**src/rtl/log2_fmt_pkg.sv**
```systemverilog
// Shared types for the log2 BCD formatter.
// State encoding, BCD digit type and constants.
package log2_fmt_pkg;

  typedef enum logic [1:0] {
    IDLE,
    CONV,
    HOLD
  } fmt_state_e;

  typedef logic [3:0] bcd_t;

  localparam bcd_t BCD_TEN = 4'd10;

endpackage

```
**src/rtl/frac_x10_step.sv**
```systemverilog
// One fraction-to-decimal step: acc*10 by shift-add.
// The top nibble is the next digit; the low bits carry on.
module frac_x10_step
  import log2_fmt_pkg::*;
#(
  parameter int FRAC_W = 15
) (
  input  logic [FRAC_W-1:0] acc,
  output bcd_t              digit,
  output logic [FRAC_W-1:0] acc_next
);

  logic [FRAC_W+3:0] ext;
  logic [FRAC_W+3:0] p;

  assign ext      = {4'b0, acc};
  assign p        = (ext << 3) + (ext << 1);
  assign digit    = p[FRAC_W+3:FRAC_W];
  assign acc_next = p[FRAC_W-1:0];

endmodule

```
**src/rtl/log2_bcd_formatter.sv**
```systemverilog
// Captures a log2 result on the done edge and emits
// it as BCD on a valid/ready handshake.
module log2_bcd_formatter
  import log2_fmt_pkg::*;
#(
  parameter int FRAC_W = 15,
  parameter int NDIG   = 4
) (
  input  logic                  clk_i,
  input  logic                  rst_i,
  input  logic                  done_i,
  input  logic [3:0]            int_i,
  input  logic [15:0]           frac_i,
  input  logic                  ready_i,
  output logic                  busy_o,
  output logic                  valid_o,
  output logic [4*(2+NDIG)-1:0] dec_o
);

  localparam int CNT_W = (NDIG > 1) ? $clog2(NDIG) : 1;
  localparam logic [CNT_W-1:0] CNT_LAST = CNT_W'(NDIG - 1);

  fmt_state_e        state;
  logic              done_q;
  logic              start;
  logic [FRAC_W-1:0] acc;
  logic [FRAC_W-1:0] acc_next;
  logic [CNT_W-1:0]  cnt;
  bcd_t              digit;
  bcd_t              tens;
  bcd_t              ones;
  logic              unused_frac;

  assign start       = done_i & ~done_q;
  assign unused_frac = ^frac_i;

  assign tens = (int_i >= BCD_TEN) ? 4'd1 : 4'd0;
  assign ones = (int_i >= BCD_TEN) ? int_i - BCD_TEN : int_i;

  frac_x10_step #(
    .FRAC_W(FRAC_W)
  ) u_step (
    .acc     (acc),
    .digit   (digit),
    .acc_next(acc_next)
  );

  always_ff @(posedge clk_i or negedge rst_i) begin
    if (!rst_i) begin
      state   <= IDLE;
      done_q  <= 1'b0;
      acc     <= '0;
      cnt     <= '0;
      busy_o  <= 1'b0;
      valid_o <= 1'b0;
      dec_o   <= '0;
    end else begin
      done_q <= done_i;
      unique case (state)
        IDLE: begin
          if (start) begin
            dec_o[4*NDIG +: 8] <= {tens, ones};
            acc    <= frac_i[FRAC_W-1:0];
            cnt    <= '0;
            busy_o <= 1'b1;
            state  <= CONV;
          end
        end
        CONV: begin
          // d1 (0.1 weight) sits just below the integer digits
          for (int i = 0; i < NDIG; i++) begin
            if (cnt == CNT_W'(i)) begin
              dec_o[4*(NDIG-1-i) +: 4] <= digit;
            end
          end
          acc <= acc_next;
          cnt <= cnt + 1'b1;
          if (cnt == CNT_LAST) begin
            valid_o <= 1'b1;
            state   <= HOLD;
          end
        end
        HOLD: begin
          if (ready_i) begin
            valid_o <= 1'b0;
            busy_o  <= 1'b0;
            state   <= IDLE;
          end
        end
        default: state <= IDLE;
      endcase
    end
  end

endmodule

```
**config.mk**
```make
export PLATFORM = sky130hd
export DESIGN_NAME = log2_bcd_formatter
export DESIGN_NICKNAME = d
export VERILOG_FILES = /design/src/rtl/log2_fmt_pkg.sv /design/src/rtl/frac_x10_step.sv /design/src/rtl/log2_bcd_formatter.sv
export SDC_FILE = /design/constraint.sdc
export NUM_CORES = 1
export LEC_CHECK = 0
export CAP_MARGIN = 10
export CORE_ASPECT_RATIO = 1.2
export CORE_MARGIN = 1
export CORE_UTILIZATION = 52
export DETAILED_ROUTE_END_ITERATION = 8
export GPL_ROUTABILITY_DRIVEN = 0
export PLACE_DENSITY_LB_ADDON = 0.05
export RECOVER_POWER = 100
export SYNTH_ARGS = -nofsm -noshare
export SYNTH_HDL_FRONTEND = slang
export SYNTH_SLANG_ARGS = --single-unit
```
**constraint.sdc**
```tcl
create_clock -name clk_i -period 3.28 [get_ports clk_i]
set_clock_uncertainty 0.15 [all_clocks]
set_input_delay 0.492 -clock clk_i [delete_from_list [all_inputs] [get_ports clk_i]]
set_output_delay 0.492 -clock clk_i [all_outputs]
set_load 0.02 [all_outputs]
```
### Word level (Yosys, flattened, before mapping)

Index checks and enable logic that the tools add are counted.

* register bits: 46
* output and inout port bits: 26
* input bits: 24
* word-level logic and storage cells: 54

* equality and inequality tests: 8
* order comparisons: 1
* mux-type cells: 15
* reduce and logical (&&, ||, !) cells: 14
* bitwise gates (word level): 2
* add/sub/neg operators: 3

Operator list (count)
* 15-bit one-hot mux with 2 select lines: 1
* 18-bit by 16-bit adder with 19-bit output: 1
* 15-bit two-way mux: 1
* 2-bit AND reduction: 6
* 3-bit AND reduction: 3
* 2-bit two-way mux: 4
* 2-bit == test (second input constant): 3
* 2-bit != test (second input constant): 3
* 2-bit one-hot mux with 3 select lines: 1
* 2-bit nonzero test: 3
* 2-bit by 1-bit == test with 1-bit output (second input constant): 2
* 4-bit >= comparator (second input constant): 1
* 2-bit logical NOT: 2
* 1-bit two-way mux: 4
* 4-bit two-way mux: 1
* 1-bit one-hot mux with 2 select lines: 2
* 2-bit one-hot mux with 2 select lines: 1
* 4-bit subtractor (second input constant): 1
* 2-bit by 1-bit adder with 2-bit output (second input constant): 1
* 1-bit AND: 1
* 1-bit inverter: 1

### Logic depth before layout (Yosys ltp)

Gate-level depths: netlist (run 1).

* depth in word-level cells: 4
* depth in mapped cells: 8
* gate-level depth less buffers: 8

### Cells and area by module

A second synthesis (run 1) with hierarchy kept.

* cells, all modules: 272
* area total of the unflattened synthesis: 2613.8 µm²

Modules (own cells, without submodules)
* log2_bcd_formatter: seq. area each 1076.0 µm², area each 1926.8 µm², cells an instance 180, instances 1
* frac_x10_step: seq. area each 0.0 µm², area each 686.9 µm², cells an instance 92, instances 1

### Worst setup path before layout (run 1)

OpenSTA, ideal clock, no wires.

* path type: register to register
* from: reg acc[0]
* to: reg dec_o[0]
* stages on the path, launching flop included: 9
* setup time: 0.127 ns
* path slack: 0.921 ns
* buffers on the path: 0
* arrival time: 2.082 ns
* data required time: 3.003 ns
* period minus slack after synthesis: 2.359 ns
* cell sequence: dfrtp_1 > ha_1 > fa_1 > a21o_1 > a221o_2 > a21oi_4 > a21oi_2 > xnor2_2 > o21ai_1

* longest elaborated chain between the ends: 1

RTL lines
* start: declaration: line log2_bcd_formatter.sv:26 `logic [FRAC_W-1:0] acc;`
* start signal: assignment: line log2_bcd_formatter.sv:63 `acc <= frac_i[FRAC_W-1:0];`
* start signal: assignment: line log2_bcd_formatter.sv:76 `acc <= acc_next;`
* 18-bit by 16-bit adder with 19-bit output: line frac_x10_step.sv:17 `assign p = (ext << 3) + (ext << 1);`
* end signal: indexed assignment: line log2_bcd_formatter.sv:62 `dec_o[4*NDIG +: 8] <= {tens, ones};`
* end signal: indexed assignment: line log2_bcd_formatter.sv:73 `dec_o[4*(NDIG-1-i) +: 4] <= digit;`
* end: declaration: line log2_bcd_formatter.sv:17 `output logic [4*(2+NDIG)-1:0] dec_o`

No other way between the ends.
A chain may end at the register's enable or synchronous reset.

### Worst setup path after layout (run 1)

* from: reg acc[0]
* to: reg dec_o[4]

The elaborated chain is that of the path after synthesis.

==> results.md, run 1 <==
- Status: finished with violations
- Failing checks: capacitance limit, slew limit
- Worst setup EP type: flip-flop
- Worst Reg-to-Reg Cells: 8
- Largest net degree at the start of global routing: 44
- Boundary pin count: 50
- Mean Syn Cell Area: 9.22 um^2
- Slew @ Worst Pin: 2.26 ns
- Final hold viol count: 0
- Fin. max-slew vios: 44
- Clock root cell: clkbuf_8
- Max VDD drop: 618 uV
- RSZ-0062 raised after global routing: no
- Filler cells: 409
- Pleak: 1.38 nW
- Antenna cells: 0
- Cells after synthesis: 279
- Pwr Density: 1180 nW/um^2
- Final clock period utilization by the worst path: 85.3%
- Cell taking the most area after synthesis: dfrtp_1
- Data required, critical path: 3.30 ns
- Synth unique cells: 50
- Relative slew slack: -50.9%
- Final ANT Viol Nets: 0
- Initial antenna violation count: 0
- DRT Pass-1 Iters: 4
- Tmin final: 2.80 ns
- Seq/Total Area, Yosys: 41.8%
- CP Class: reg -> reg
- Vias in the first global route: 2014
- Final cell count without fillers: 381
- DR vias/cell: 5.58
- Wire length of the first global-routing pass: 9.14 mm
- Layout cell share with drive strength beyond 1: 4.02%
- CTS clk-pin slew, worst paths: 0.08 ns
- Die X: 66.2 um
- Die ar.: 5230 um^2
- Final setup violation count: 0
- Port buffer count: 45
- Synth Register Bits: 43
- Dpl hpwl: 3.99 mm
- Final net count: 365
- DRT Wirelength: 5.38 mm
- Postcts setup bufs: 0
- Critical path peak fanout: 4
- Grt ovf: 0
- Layout area overhead: 19.7%
- Iter 0 DRT Violations: 128
- Async set-or-reset flop fraction in the synthesized netlist: 100%
- Clk buf depth: 2
- Row count: 27
- Final WS setup: 0.483 ns
- Max-cap viol count: 1
- Hold depth: 2
- Worst Hold Class: reg -> reg
- CTS resizes: 0
- Post-Syn Area: 2570 um^2
- Post-CTS Hold Buffers: 0
- Yosys Warn Count: 0
- Crit start category: flip-flop
- Synth top area share: 41.8%
- Place WS: 0.679 ns
- Critical path arrival: 2.81 ns
- Top cells by area, synth: dfrtp_1, ha_1, nand2_1, a21oi_1, nor2_1
- Die height: 79.0 um
- WHS: 0.333 ns
- Top FF cell, synth: dfrtp_1
- Inserted Clock Buffers: 5
- Initial Util: 55.2%
- H-tree depth: 2
- Vias: 2127
- Placed Instances: 373
- EDFF count, synth: 0
- Fmax achieved: 357 MHz
- Per-cell routed wire length: 14.1 um
- DRC violations left: 0
- Clock sink count: 43
- CORE AREA: 4660 um^2
- CTS tree: built
- Clk_lat worst skew: 0.30 ns
- GRT Overall Usage: 22.6%
- TNS Setup: 0 ns
==> registers in the layout, summed over array words and instances, names as in the netlist <==
signal,count
acc,15
state,2
dec_o,21
done_q,1
busy_o,1
cnt,2
valid_o,1
==> cell families (layout without fill, tap and decap cells) <==
kind of cell | after synthesis | in the layout | share of synthesized area (%)
fa+ha+maj | 19 | 19 | 9.54
buf+inv | 22 | 64 | 3.75
compound gates | 81 | 81 | 21.2
xor+xnor | 10 | 10 | 3.70
simple gates | 99 | 99 | 18.2
flops | 43 | 43 | 41.8
other cells | 1 | 3 | 0.146
mux | 4 | 4 | 1.65
==> power breakdown <==
group          total, mW  switching, mW  leakage [nW]  internal [mW]
Clock              0.334          0.185        0.0412          0.149
Combinational       2.29           1.31         0.812          0.983
Sequential          1.01          0.217         0.527          0.789
Total               3.63           1.71          1.38           1.92
==> final timing paths <==
path	start	to	slack (ns)
worst max register to register	acc[0]	dec_o[4]	0.48
max in group asynchronous	rst_i	acc[11]	0.98
min in group asynchronous	rst_i	dec_o[5]	0.71
worst max-delay path	acc[0]	dec_o[4]	0.48
worst min register to register	dec_o[16]	dec_o[16]	0.33
worst min-delay path	dec_o[16]	dec_o[16]	0.33
==> layout make-up <==
| class | instances | area, um^2 | area share [%] |
|---|---|---|---|
| clock buffers | 6 | 72.6 | 2.36 |
| clock inverters | 2 | 12.5 | 0.407 |
| inverters | 10 | 37.5 | 1.22 |
| multi-input cells | 216 | 1360 | 44.1 |
| flip-flops and latches | 43 | 1080 | 35.0 |
| well taps | 58 | 72.6 | 2.36 |
| repair buffers | 46 | 448 | 14.6 |
==> routing by layer <==
layer	up-vias	GRT usage, %	routed length [um]
met4	0	7.45	78
met5	-	0	0
met1	993	27.8	2390
met2	44	40.1	2790
li1	1082	-	-
met3	8	3.02	126
==> metrics by stage <==
step / power [mW] / cell area (um^2) / utilization (%)
6_report: 3.63 / 3080 / 66.0
2_1_floorplan: 2.84 / 2580 / -
3_3_place_gp: 3.46 / 3050 / 65.3
4_1_cts: 3.85 / 3130 / 67.1
5_1_grt: 3.98 / 3080 / 66.0
3_5_place_dp: 3.51 / 3050 / 65.3
==> synth_stat cells (2+ instances only) <==
cell type and n:
a21o_1 5, a21oi_1 24, a221o_1 2, a221oi_1 6, a22oi_1 6, and2_1 4
and3_1 2, buf_2 2, buf_4 3, clkbuf_1 6, dfrtp_1 43, ha_1 18
inv_1 9, mux2i_1 2, nand2_1 35, nand2b_1 3, nand3_1 8, nand4b_1 3
nor2_1 30, nor2b_1 2, nor3_1 2, nor3_2 2, nor3b_1 6, o21ai_0 4
o21ai_1 16, o22ai_1 4, o31ai_1 2, xnor2_1 6, xor2_1 3
==> placed cells by master (no fill, tap or decap), types with 5 or more instances in the layout <==
cell	instances
dfrtp_1	43
a21oi_1	26
nand3_1	8
ha_1	18
inv_1	9
clkdlybuf4s50_1	19
a221oi_1	6
a21o_1	5
a22oi_1	6
nor3b_1	6
o21ai_0	16
nor2_1	30
o21ai_1	5
nand2_1	35
xnor2_1	6
clkbuf_8	5
dlygate4sd3_1	25
==> worst max-delay path, cell delays in order, from the launching register on <==
cell     delay (ns)
dfrtp_1        0.41
ha_1           0.23
fa_1           0.42
a21o_1         0.22
a221o_2        0.37
a21oi_1        0.31
a21oi_1        0.16
xnor2_2        0.27
o21ai_0        0.13
Power figures use the tool's default switching activity.
==> run 2, diff against run 1 <==
--- a/config.mk
+++ b/config.mk
@@ -11,6 +11,7 @@
 export CORE_UTILIZATION = 52
 export DETAILED_ROUTE_END_ITERATION = 8
 export GPL_ROUTABILITY_DRIVEN = 0
+export GPL_TIMING_DRIVEN = 1
 export PLACE_DENSITY_LB_ADDON = 0.05
 export RECOVER_POWER = 100
 export SYNTH_ARGS = -nofsm -noshare
==> results of run 2 <==
Same layout as run 1: the final DEF is identical, and so are final timing and power.
